===== config.mk =====
export PLATFORM = sky130hd
export DESIGN_NAME = serial_adder_ctrl
export DESIGN_NICKNAME = d
export VERILOG_FILES = /design/src/rtl/serial_adder_ctrl.sv
export SDC_FILE = /design/constraint.sdc
export NUM_CORES = 1
export LEC_CHECK = 0
export CORE_MARGIN = 5
export CORE_UTILIZATION = 44
export CTS_CLUSTER_SIZE = 10
export DETAILED_ROUTE_END_ITERATION = 6
export GPL_ROUTABILITY_DRIVEN = 0
export GPL_TIMING_DRIVEN = 0
export PLACE_DENSITY = 0.75
export SLEW_MARGIN = 30
export SYNTH_ARGS = -nofsm -noshare
export SYNTH_HDL_FRONTEND = slang
export SYNTH_SLANG_ARGS = --single-unit

===== constraint.sdc =====
create_clock -name clk -period 1.4 [get_ports clk]
set_input_delay 0.21 -clock clk [delete_from_list [all_inputs] [get_ports clk]]
set_output_delay 0.21 -clock clk [all_outputs]
set_load 0.02 [all_outputs]

===== src/rtl/serial_adder_ctrl.sv =====
// Bit-serial add sequencer driving one external full-adder stage, LSB first.
// Optional signed-overflow output is enabled by defining SERIAL_ADD_OVF_EN.
module serial_adder_ctrl #(
    parameter int WIDTH = 8
) (
    input  logic             clk,
    input  logic             rst,
    input  logic             start,
    input  logic [WIDTH-1:0] a_in,
    input  logic [WIDTH-1:0] b_in,
    input  logic             cin,
    output logic             fa_a,
    output logic             fa_b,
    output logic             fa_c,
    input  logic             fa_sum,
    input  logic             fa_carry,
    output logic             busy,
    output logic             done,
    output logic [WIDTH-1:0] sum_out,
    output logic             cout
`ifdef SERIAL_ADD_OVF_EN
    ,
    output logic             ovf
`endif
);

    // state | meaning
    // IDLE  | waiting for start
    // SHIFT | one bit pair through the full adder per clock
    // DONE  | one-cycle result pulse; start here chains the next add
    typedef enum logic [1:0] {IDLE, SHIFT, DONE} state_t;

    localparam int CNT_W = $clog2(WIDTH) + 1;

    state_t           state, state_nxt;
    logic [WIDTH-1:0] a_sr, b_sr, sum_sr, sum_nxt;
    logic             carry_q;
    logic [CNT_W-1:0] cnt;
    logic             accept, last_bit;

    always_ff @(posedge clk or posedge rst) begin
        if (rst) state <= IDLE;
        else     state <= state_nxt;
    end

    always_comb begin
        state_nxt = state;
        busy      = 1'b0;
        done      = 1'b0;
        accept    = 1'b0;
        last_bit  = 1'b0;
        case (state)
            IDLE: begin
                if (start) begin
                    accept    = 1'b1;
                    state_nxt = SHIFT;
                end
            end
            SHIFT: begin
                busy = 1'b1;
                if (cnt == CNT_W'(WIDTH - 1)) begin
                    last_bit  = 1'b1;
                    state_nxt = DONE;
                end
            end
            DONE: begin
                done = 1'b1;
                if (start) begin
                    accept    = 1'b1;
                    state_nxt = SHIFT;
                end else begin
                    state_nxt = IDLE;
                end
            end
            default: state_nxt = IDLE;
        endcase
    end

    // Adder inputs come straight from registers and are forced low outside SHIFT.
    assign fa_a    = busy & a_sr[0];
    assign fa_b    = busy & b_sr[0];
    assign fa_c    = busy & carry_q;
    assign sum_nxt = {fa_sum, sum_sr[WIDTH-1:1]};

    always_ff @(posedge clk or posedge rst) begin
        if (rst) begin
            a_sr    <= '0;
            b_sr    <= '0;
            sum_sr  <= '0;
            carry_q <= 1'b0;
            cnt     <= '0;
            sum_out <= '0;
            cout    <= 1'b0;
        end else if (accept) begin
            a_sr    <= a_in;
            b_sr    <= b_in;
            carry_q <= cin;
            cnt     <= '0;
        end else if (busy) begin
            sum_sr  <= sum_nxt;
            carry_q <= fa_carry;
            a_sr    <= a_sr >> 1;
            b_sr    <= b_sr >> 1;
            cnt     <= cnt + CNT_W'(1);
            if (last_bit) begin
                sum_out <= sum_nxt;
                cout    <= fa_carry;
            end
        end
    end

`ifdef SERIAL_ADD_OVF_EN
    // Carry into the MSB is still in carry_q on the final edge.
    always_ff @(posedge clk or posedge rst) begin
        if (rst)                   ovf <= 1'b0;
        else if (busy && last_bit) ovf <= carry_q ^ fa_carry;
    end
`endif

endmodule


# == Word level (Yosys, flattened, before mapping) ==
# Index checks and enable logic that the tools add are counted.
# op_classes
n_addsub,1
mul,0
div_mod_pow,0
n_lt_le_gt_ge,0
n_eq_ne,5
shifts,0
n_mux,18
bitwise_logic,4
n_reduce_logical,6
# op_table
operator,count
8-bit two-way mux,4
1-bit two-way mux,9
4-bit two-way mux,2
2-bit case mux with 3 select lines,1
4-bit by 1-bit adder with 4-bit output (second input constant),1
4-bit by 3-bit equality test with 1-bit output (second input constant),1
2-bit two-way mux,2
2-bit inequality test (second input constant),2
2-bit AND reduction,2
1-bit bitwise AND,3
3-bit AND reduction,1
2-bit by 1-bit equality test with 1-bit output (second input constant),1
2-bit equality test (second input constant),1
2-bit logical NOT,1
2-bit nonzero test,1
2-bit OR reduction,1
1-bit inverter,1
# word_totals
register_bits,40
latchBits,0
ramBits,0
romBits,0
output_inout_bits,14
elab_cells,42
memories,0

# == Logic depth before layout (Yosys ltp) ==
# Gate-level depths: netlist of run 1.
# depth
ltp_word,5
ltp_mapped,6
ltp_nobuf,4

# == Least setup slack after synthesis of run 1 ==
# No wires, ideal clock.
# synth_path
kind,flip-flop to flip-flop
startpoint,register state[1]
endpoint,register cout
setup_ps,125
t_arrival_ps,1325
t_required_ps,1275
path_slack_ps,-50
path_stages_with_launch,5
n_path_buf,1
period_less_slack_ps,1450
path_cell_list,dfrtp_1 > nand2b_1 > buf_6 > nor3_4 > mux2_2
# synth_between
elab_chain_cells,5
word_cells_on_any_way,9
# synth_rtl
element,line_no,rtl
from (decl),35,"state_t state, state_nxt;"
from (signal assigned),43,else state <= state_nxt;
2-bit equality test or 2-bit logical NOT (tied branches),52,case (state)
2-bit OR reduction (no line),n/a,
1-bit two-way mux,n/a,
1-bit inverter (no line),n/a,
3-bit AND reduction (no line) (*),n/a,
to (signal assigned),107,cout <= fa_carry;
to (decl),20,output logic cout
# Every way passes the cells marked *; elsewhere a longest branch is shown, timed or not.
# A chain may end at the register's enable or synchronous reset.

# == Worst setup path after layout of run 1 ==
# layout_path
startpoint,register state[0]
endpoint,output port fa_a
# layout_between
elab_chain_cells,3
# layout_rtl
element,line_no,rtl
2-bit by 1-bit equality test with 1-bit output,52,
1-bit two-way mux,52,
1-bit bitwise AND,80,assign fa_a = busy & a_sr[0];
to (decl),12,"output logic fa_a,"
# Every way passes these cells.

==> impl_metrics.csv, run 1 <==
group,metric,value,unit
status,outcome,"finished, violations left",
status,violations,"setup timing",
setup_path,crit_buf_inv,3,
place,placed_cells,246,
setup_path,crit_fanout,4,
yosys,yosys.cell_types.count,23,
route,via_per_inst,5.04,
route,postRouteWirelength,3930,um
setup_path,worstSetupPathType,"register to output pin",
timing,final_hold_viol_count,0,
worst_hold_path,hold_class,"input port to asynchronous set/reset pin",
power,ir_worst_vdd,0.00129,V
clock_network,cts_hold_buf,0,
setup_path,worst-endpoint-arrival,1.25,ns
timing,timing_worst_slew_pin_value,0.473,ns
setup_path,cp_data_required_time,1.19,ns
route,drt_iter0_drc,89,
clock_network,cell_at_the_root_of_the_clock_tree,"sky130_fd_sc_hd__clkbuf_8",
layout,stdcell_count,264,
layout,area_growth_syn_to_layout,41.2,%
route,routedWlPerCell,14.9,um
route,detail-route-antenna-nets,0,
yosys,synth.top_cell.area_share,0.593,
setup_path,crit-reg2reg-launch,"state[1]$_DFFE_PP0P_",
setup_path,cp-end-kind,"output pin",
route,detailedRoute.firstPassIterationCount,4,
power,power.density,2290,mW/mm^2
yosys,synth_sequential_area_ratio,0.593,
layout,antennaDiodeCount,0,
timing,fin_worst_skew,0.00634,ns
route,vias,1330,
clock_network,cts.reportedPaths.clkPinSlew,0.08,ns
setup_path,worstPathCellList,"nand2b_4 -> inv_4 -> buf_6 -> and2_4 -> buf_6",
yosys,yosysWarningCount,0,
place,place_worst_setup_slack,-0.563,ns
global_route,global_route_wire_length_before_repair,6730,um
layout,finish.utilization,0.639,
clock_network,clock_tree_from_tritoncts,"yes",
yosys,syn_avg_cell_area,10.2,sq um
yosys,yosys_register_bits,39,
floorplanning,io_pins,36,
layout,final_net_count,238,
setup_path,crit_path_max_incr_delay,0.42,ns
floorplanning,initial_core_util,0.453,
timing,final_max_slew_viol_count,0,
timing,timing.setup.tns,-0.432,ns
clock_network,cts_htree_levels,2,
floorplanning,chipHeight,71.2,um
place,buffer_ports.inserted,35,
layout,nFillCells,308,
clock_network,insertion_delay,0.29,ns
clock_network,cts-root-to-sink-buffers,2,
clock_network,clock-sinks,39,
timing,layout_worst_path_cycle_share,1.04,
place,placed_cell_area,0.00208,sq mm
timing,max_slew_margin,0.684,
run,max_cap_check_violation_count,0,
global_route,grt_max_degree,21,
place,hpwl,2640,um
yosys,yosysTopAreaCell,"sky130_fd_sc_hd__dfrtp_1",
clock_network,cts_inserted_buffers,5,
timing,timing.final.crit_period,1.46,ns
timing,max_freq,0.685,GHz
floorplanning,num_rows,22,
global_route,grt_overflow,0,
floorplanning,fp.dieArea,0.00506,sq mm
yosys,synth.net_count,185,
timing,grt_setup_unrepaired,"true",
setup_path,cpLargestDelayFamily,"flip-flops",
layout,drive_above_1_share,0.245,
timing,setup_viol,12,
yosys,synth_top_cells_by_area,"sky130_fd_sc_hd__dfrtp_1, sky130_fd_sc_hd__nand2_1, sky130_fd_sc_hd__mux2_2",
yosys,mappedNetlistArea,0.00165,sq mm
route,drcViolationCount,0,
setup_path,cp-start-kind,"register",
yosys,post_synth_inst_count,162,
global_route,first_global_vias,1456,
layout,final_design_area_excluding_fillers,0.00232,sq mm
global_route,number_of_antenna_violations_at_the_first_check_in_global_routing,0,
setup_path,cpMostUsedCell,"sky130_fd_sc_hd__buf_6",
global_route,global_route.usage.total,0.171,
timing,final.setup.worst_slack,-0.0590,ns
power,p_leak,1.12,nW
setup_path,critPathLaunch,"state[0]$_DFFE_PP0P_",
setup_path,slowest_stage,"sky130_fd_sc_hd__dfrtp_1",
floorplanning,placeable_core_region,0.00363,sq mm
floorplanning,die_w,71.2,um
## final timing paths
check | end | slack (ns) | depth (start not counted)
max | fa_a | -0.06 | 5
min | b_sr[7]$_DFFE_PP0P_ | 0.25 | 2
max reg2reg | sum_out[6]$_DFFE_PP0P_ | -0.04 | 5
min reg2reg | sum_sr[1]$_DFFE_PP0P_ | 0.50 | 2
max in group asynchronous | sum_out[7]$_DFFE_PP0P_ | 0.70 | 3
min in group clk | a_sr[7]$_DFFE_PP0P_ | 0.49 | 3
## layout make-up
class / count / area (sq um) / area share
well taps: 48 / 60.1 / 0.0258
flip-flops and latches: 39 / 976 / 0.420
plain buffers: 6 / 36.3 / 0.0156
multi-input cells: 111 / 671 / 0.289
clock inverters: 2 / 12.5 / 0.00539
inverters: 2 / 10.0 / 0.00431
clock buffers: 6 / 72.6 / 0.0312
repair buffers: 50 / 485 / 0.209
## sequential cells by signal, summed over array words and instances (netlist names)
| name | cells |
|---|---|
| a_sr | 8 |
| cout | 1 |
| cnt | 4 |
| b_sr | 8 |
| carry_q | 1 |
| sum_out | 8 |
| sum_sr | 7 |
| state | 2 |
## kinds of logic after synthesis
kind of cell / Yosys count / synth area share
AND/OR/NAND/NOR: 78 / 0.203
adder cells (fa/ha/maj): 1 / 0.00760
multiplexers: 12 / 0.0806
AO/OA/AOI/OAI: 20 / 0.0806
flip-flops: 39 / 0.593
buffers and inverters: 12 / 0.0350
## cell usage after synthesis (all sizes together)
cell and instances:
a22o 2, nor2 11, inv 2, nand4 1
mux2 10, nand2b 2, mux2i 2, and2 3
nor3 1, a21oi 1, nor2b 1, nand2 52
ha 1, nand3 6, a31oi 10, buf 6
clkbuf 4, dfrtp 39, o21ai 2, a22oi 5
and2b 1
## where the power goes
group	leakage, nW	internal [W]	switching [W]
clock network	0.0412	0.000348	0.000385
logic	0.595	0.00130	0.00131
registers	0.481	0.00165	0.000330
## cell usage in the layout, fill, tap and decap left out, drive strengths merged
cell	instances
dlygate4sd2	9
clkdlybuf4s50	21
nand4	1
nand2b	2
and2	3
buf	23
nor2	11
nor2b	1
and2b	1
o21ai	2
clkinvlp	1
inv	2
mux2i	2
clkinv	1
a31oi	10
nor3	1
mux2	10
a22o	2
a22oi	5
nand3	6
clkbuf	9
dfrtp	39
nand2	52
a21oi	1
ha	1
## metrics by stage
step	power, W	hold slack, ns
5_1_grt	0.00575	0.289
6_report	0.00533	0.252
2_1_floorplan	0.00332	0.315
3_3_place_gp	0.00406	0.458
4_1_cts	0.00531	0.254
3_5_place_dp	0.00417	0.466
## metal layers
metal | wire (um) | track usage | up-vias | part of all wire
met3 | 216 | 0.0625 | 6 | 0.055
met1 | 1830 | 0.219 | 637 | 0.46
met5 | 0 | 0 | - | 0
met4 | 52 | 0.0585 | 0 | 0.013
li1 | - | - | 647 | -
met2 | 1840 | 0.268 | 40 | 0.47
## repair_timing
action / in CTS / in global routing
endpoints found under the setup margin: 24 / 39
resized for setup: 60 / 9
setup buffers: 10 / 4
pin swaps: 5 / 1
Power figures use the tool's default switching activity.
==> run 2, diff against run 1 <==
--- a/config.mk
+++ b/config.mk
@@ -12,7 +12,8 @@
 export GPL_ROUTABILITY_DRIVEN = 0
 export GPL_TIMING_DRIVEN = 0
 export PLACE_DENSITY = 0.75
-export SLEW_MARGIN = 30
+export SLEW_MARGIN = 20
 export SYNTH_ARGS = -nofsm -noshare
 export SYNTH_HDL_FRONTEND = slang
 export SYNTH_SLANG_ARGS = --single-unit
+export TNS_END_PERCENT = 5
==> impl_metrics.csv, run 2 (synthesis gave the netlist of run 1 again) <==
group,metric,value,unit
status,outcome,"finished, violations left",
status,violations,"setup timing",
timing,final_hold_viol_count,0,
timing,fin_worst_skew,0.00564,ns
clock_network,cell_at_the_root_of_the_clock_tree,"sky130_fd_sc_hd__clkbuf_8",
route,detail-route-antenna-nets,0,
floorplanning,die_w,71.2,um
layout,biggestRegsByFlops,"a_sr (8), b_sr (8), sum_out (8)",
layout,final_cell_mix,"sky130_fd_sc_hd__nand2_1, sky130_fd_sc_hd__dfrtp_1, sky130_fd_sc_hd__clkdlybuf4s50_1",
route,drcViolationCount,0,
route,via_per_inst,5.11,
clock_network,insertion_delay,0.29,ns
floorplanning,num_rows,22,
clock_network,clock-sinks,39,
global_route,global_route_wire_length_before_repair,6310,um
setup_path,r2r_slack,-0.13,ns
place,buffer_ports.inserted,35,
layout,area_growth_syn_to_layout,38.1,%
power,power.density,2270,mW/mm^2
global_route,grt_overflow,0,
place,hpwl,2640,um
timing,max_slew_margin,0.693,
setup_path,reg2reg_depth,5,
route,routedWlPerCell,14.2,um
layout,stdcell_count,262,
layout,antennaDiodeCount,0,
setup_path,cpMostUsedCell,"sky130_fd_sc_hd__buf_6",
setup_path,cp_data_required_time,1.19,ns
setup_path,critPathLaunch,"state[1]$_DFFE_PP0P_",
setup_path,path_depth,6,
timing,setup_viol,17,
route,drt_iter0_drc,89,
timing,timing_worst_slew_pin_value,0.460,ns
setup_path,cp-start-kind,"register",
setup_path,worstPathCellList,"nand2b_4 -> buf_6 -> inv_6 -> buf_6 -> and2_4 -> buf_6",
timing,final.setup.worst_slack,-0.151,ns
setup_path,cp-end-kind,"output pin",
route,postRouteWirelength,3710,um
route,vias,1338,
floorplanning,initial_core_util,0.453,
power,p_leak,1.07,nW
setup_path,crit_fanout,5,
clock_network,clock_tree_from_tritoncts,"yes",
floorplanning,placeable_core_region,0.00363,sq mm
setup_path,crit_buf_inv,4,
worst_hold_path,hold_class,"input port to asynchronous set/reset pin",
setup_path,worst-endpoint-arrival,1.34,ns
route,detailedRoute.firstPassIterationCount,4,
setup_path,crit-reg2reg-launch,"cnt[0]$_DFFE_PP0P_",
timing,timing.setup.tns,-1.61,ns
timing,grt_setup_unrepaired,"true",
global_route,global_route.usage.total,0.160,
floorplanning,chipHeight,71.2,um
clock_network,cts-root-to-sink-buffers,2,
timing,layout_worst_path_cycle_share,1.11,
global_route,grt_max_degree,21,
timing,final_max_slew_viol_count,0,
setup_path,regToRegEndpoint,"sum_out[6]$_DFFE_PP0P_",
floorplanning,io_pins,36,
floorplanning,fp.dieArea,0.00506,sq mm
setup_path,cpLargestDelayFamily,"buffers and inverters",
run,max_cap_check_violation_count,0,
setup_path,worstSetupPathType,"register to output pin",
setup_path,crit_path_max_incr_delay,0.37,ns
setup_path,critical_path.endpoint,"fa_a",
layout,layout_commonest_cell,"sky130_fd_sc_hd__nand2_1",
clock_network,cts_inserted_buffers,5,
timing,max_freq,0.645,GHz
global_route,first_global_vias,1397,
setup_path,slowest_stage,"sky130_fd_sc_hd__dfrtp_1",
place,placed_cells,246,
clock_network,cts.reportedPaths.clkPinSlew,0.08,ns
clock_network,cts_htree_levels,2,
power,ir_worst_vdd,0.00110,V
layout,drive_above_1_share,0.215,
layout,final_net_count,236,
global_route,number_of_antenna_violations_at_the_first_check_in_global_routing,0,
timing,timing.final.crit_period,1.55,ns
## run 2: worst min path at each step
stage | startpoint | endpoint | slack (ns)
after global routing | rst | a_sr[7]$_DFFE_PP0P_ | 0.28
after CTS | rst | b_sr[7]$_DFFE_PP0P_ | 0.25
after floorplan | fa_sum | sum_sr[7]$_DFFE_PP0P_ | 0.32
after detailed placement | sum_sr[1]$_DFFE_PP0P_ | sum_sr[1]$_DFFE_PP0P_ | 0.47
after global placement | sum_sr[1]$_DFFE_PP0P_ | sum_sr[1]$_DFFE_PP0P_ | 0.46
final | rst | carry_q$_DFFE_PP0P_ | 0.24
## run 2: repair_timing
action / in CTS / in global routing
pin swaps: 3 / 1
buffers inserted: 1 / 7
hold endpoints to repair: 0 / 0
setup endpoints to repair: 24 / 36
gates cloned: 0 / 0
hold buffers: 0 / 0
gates resized for setup: 45 / 10
## run 2: cell type report
type                       instances  area [sq um]
buffer                            10          67.6
clock buffer                       6          72.6
clock inverter                     2          12.5
fill                             312          1360
inverter                           2          12.5
multi-input combinational        111           629
sequential                        39           976
tap                               48          60.1
timing repair buffer              44           442
## run 2: per-stage QoR
stage	hold slack [ns]	util	area (sq um)	total power, W	setup slack (ns)
2_1_floorplan	0.315	-	1650	0.00332	-0.0501
3_3_place_gp	0.458	0.566	2060	0.00406	-0.526
3_5_place_dp	0.466	0.573	2080	0.00417	-0.563
4_1_cts	0.254	0.604	2190	0.00499	-0.252
5_1_grt	0.281	0.625	2270	0.00557	-0.220
6_report	0.244	0.625	2270	0.00516	-0.151
## run 2: routing by layer
metal	global-route usage	wire length, um
met1	0.203	1680
met3	0.0625	247
met5	0	0
met4	0.0501	13
met2	0.251	1770
## run 2: report_power, final
group / internal, W / switching, W / total (W)
registers: 0.00165 / 0.000318 / 0.00197
clock network: 0.000348 / 0.000387 / 0.000735
logic: 0.00119 / 0.00126 / 0.00245
## run 2: worst register-to-register path, stage by stage (launching register included)
cell,delay (ns)
sky130_fd_sc_hd__dfrtp_1,0.41
sky130_fd_sc_hd__ha_2,0.21
sky130_fd_sc_hd__nand2_1,0.10
sky130_fd_sc_hd__nor3_4,0.19
sky130_fd_sc_hd__buf_4,0.18
sky130_fd_sc_hd__mux2_2,0.33
==> run 3, diff against run 2 <==
--- a/config.mk
+++ b/config.mk
@@ -5,13 +5,13 @@
 export SDC_FILE = /design/constraint.sdc
 export NUM_CORES = 1
 export LEC_CHECK = 0
-export CORE_MARGIN = 5
 export CORE_UTILIZATION = 44
 export CTS_CLUSTER_SIZE = 10
 export DETAILED_ROUTE_END_ITERATION = 6
 export GPL_ROUTABILITY_DRIVEN = 0
 export GPL_TIMING_DRIVEN = 0
 export PLACE_DENSITY = 0.75
+export REMOVE_ABC_BUFFERS = 1
 export SLEW_MARGIN = 20
 export SYNTH_ARGS = -nofsm -noshare
 export SYNTH_HDL_FRONTEND = slang
==> impl_metrics.csv, run 3 (synthesis gave the netlist of run 1 again) <==
group,metric,value,unit
route,detailedRoute.firstPassIterationCount,4,
timing,grt_setup_unrepaired,"true",
clock_network,cts_hold_buf,0,
setup_path,worstPathCellList,"nand2b_4 -> clkinvlp_4 -> buf_4 -> buf_2",
timing,final_max_slew_viol_count,0,
status,violations,"setup timing",
global_route,grt_use_met1,0.250,
clock_network,cts-root-to-sink-buffers,2,
power,overall_power_after_layout,0.00501,W
layout,final_net_count,229,
run,max_cap_check_violation_count,0,
timing,max_freq,0.660,GHz
setup_path,cp-start-kind,"register",
global_route,global_route_wire_length_before_repair,5980,um
timing,final_hold_viol_count,0,
layout,finish.utilization,0.645,
timing,fin_worst_skew,0.00611,ns
power,ir_worst_vdd,0.00118,V
setup_path,worst-endpoint-arrival,1.30,ns
layout,biggestRegsByFlops,"a_sr (8), b_sr (8), sum_out (8)",
status,outcome,"finished, violations left",
setup_path,worstSetupPathType,"register to output pin",
route,drt_iter0_drc,50,
timing,final.setup.worst_slack,-0.115,ns
layout,final_design_area_excluding_fillers,0.00224,sq mm
global_route,groute.layer.met2.usage,0.333,
global_route,grt_max_degree,36,
place,placed_cell_area,0.00202,sq mm
layout,drive_above_1_share,0.222,
clock_network,clock_tree_from_tritoncts,"yes",
timing,max_slew_margin,0.659,
setup_path,crit_path_max_incr_delay,0.44,ns
floorplanning,io_pins,36,
place,buffer_ports.inserted,35,
route,detail-route-antenna-nets,0,
floorplanning,placeable_core_region,0.00347,sq mm
layout,layout_commonest_cell,"sky130_fd_sc_hd__nand2_1",
setup_path,cp_data_required_time,1.19,ns
clock_network,cts_inserted_buffers,5,
clock_network,clock-sinks,39,
clock_network,insertion_delay,0.28,ns
floorplanning,initial_core_util,0.474,
timing,timing_worst_slew_pin_value,0.511,ns
timing,timing.final.crit_period,1.51,ns
global_route,global_route.usage.total,0.197,
floorplanning,fp.dieArea,0.00399,sq mm
layout,nFillCells,300,
clock_network,cell_at_the_root_of_the_clock_tree,"sky130_fd_sc_hd__clkbuf_8",
global_route,top_usage_layer,"met2",
setup_path,crit_fanout,6,
clock_network,cts.reportedPaths.clkPinSlew,0.07,ns
floorplanning,chipHeight,63.2,um
global_route,grt_util_met3,0.0507,
timing,layout_worst_path_cycle_share,1.08,
layout,area_growth_syn_to_layout,36.0,%
layout,antennaDiodeCount,0,
power,power.density,2240,mW/mm^2
place,hpwl,2100,um
route,vias,1263,
timing,setup_viol,13,
power,p_leak,1.05,nW
floorplanning,die_w,63.2,um
clock_network,cts_htree_levels,2,
worst_hold_path,hold_class,"input port to asynchronous set/reset pin",
route,via_per_inst,4.99,
layout,final_cell_mix,"sky130_fd_sc_hd__nand2_1, sky130_fd_sc_hd__dfrtp_1, sky130_fd_sc_hd__clkdlybuf4s50_1",
global_route,number_of_antenna_violations_at_the_first_check_in_global_routing,0,
setup_path,slowest_stage,"sky130_fd_sc_hd__dfrtp_2",
route,routedWlPerCell,13.5,um
floorplanning,num_rows,21,
setup_path,cp-end-kind,"output pin",
route,drcViolationCount,0,
route,postRouteWirelength,3420,um
global_route,grt_overflow,0,
global_route,first_global_vias,1306,
[run 3: changes by cell type in the layout (fill, tap and decap cells not counted), moves of 2 or more]
cell	previous run	this run
sky130_fd_sc_hd__clkbuf_1	4	2
sky130_fd_sc_hd__dfrtp_2	0	2
sky130_fd_sc_hd__dfrtp_1	39	37
sky130_fd_sc_hd__nand2b_2	0	2
sky130_fd_sc_hd__buf_6	7	4
[run 3: final timing paths]
check / from / endpoint / slack, ns / depth (start not counted)
worst max-delay path: state[0]$_DFFE_PP0P_ / busy / -0.11 / 4
worst min-delay path: rst / sum_out[7]$_DFFE_PP0P_ / 0.12 / 2
worst max register to register: state[1]$_DFFE_PP0P_ / sum_out[2]$_DFFE_PP0P_ / -0.07 / 5
worst min register to register: sum_sr[1]$_DFFE_PP0P_ / sum_sr[1]$_DFFE_PP0P_ / 0.48 / 2
max in group asynchronous: rst / cnt[1]$_DFFE_PP0P_ / 0.87 / 3
min in group clk: sum_sr[1]$_DFFE_PP0P_ / sum_sr[1]$_DFFE_PP0P_ / 0.48 / 2
[run 3: worst max-delay path: cells and delay by family, from the launching register on]
kind	cells	cell delay, ns
buf+inv	3	0.49
flops	1	0.44
simple gates	1	0.10
[run 3: where the power goes]
group          switching, W  leakage (nW)  total (W)  internal, W
sequential         0.000343         0.479    0.00200      0.00166
clock              0.000352        0.0422   0.000702     0.000349
combinational       0.00122         0.524    0.00231      0.00109
[run 3: through the flow]
step / hold WS (ns) / worst slack, ns / setup TNS (ns) / std cells
after detailed placement: 0.418 / -1.62 / -41.76 / 234
after global routing: 0.132 / -0.152 / -2.38 / 253
after CTS: 0.112 / -0.103 / -0.884 / 252
final: 0.117 / -0.115 / -0.884 / 253
after global placement: 0.457 / -1.59 / -58.41 / 233
after floorplan: 0.315 / -0.691 / -19.92 / 152
[run 3: cell type report]
type                       instances  area [sq um]  share of cell area
multi-input combinational        112           663               0.296
inverter                           2          11.3             0.00503
timing repair buffer              45           439               0.196
timing repair inverter             1          7.51             0.00335
clock buffer                       7          76.3              0.0341
clock inverter                     1          5.00             0.00224
tap                               46          57.6              0.0257
sequential                        39           978               0.437
[run 3: metal layers]
layer / wire length (um) / vias to the layer above
li1: - / 627
met1: 1550 / 603
met2: 1700 / 31
met3: 160 / 2
met4: 9 / 0
met5: 0 / -
[run 3: repair_timing]
item,CTS,global route
pin swaps,3,9
endpoints found under the hold margin,0,0
endpoints found under the setup margin,53,30
cloned,2,0
setup buffers,8,1
resized for setup,44,9
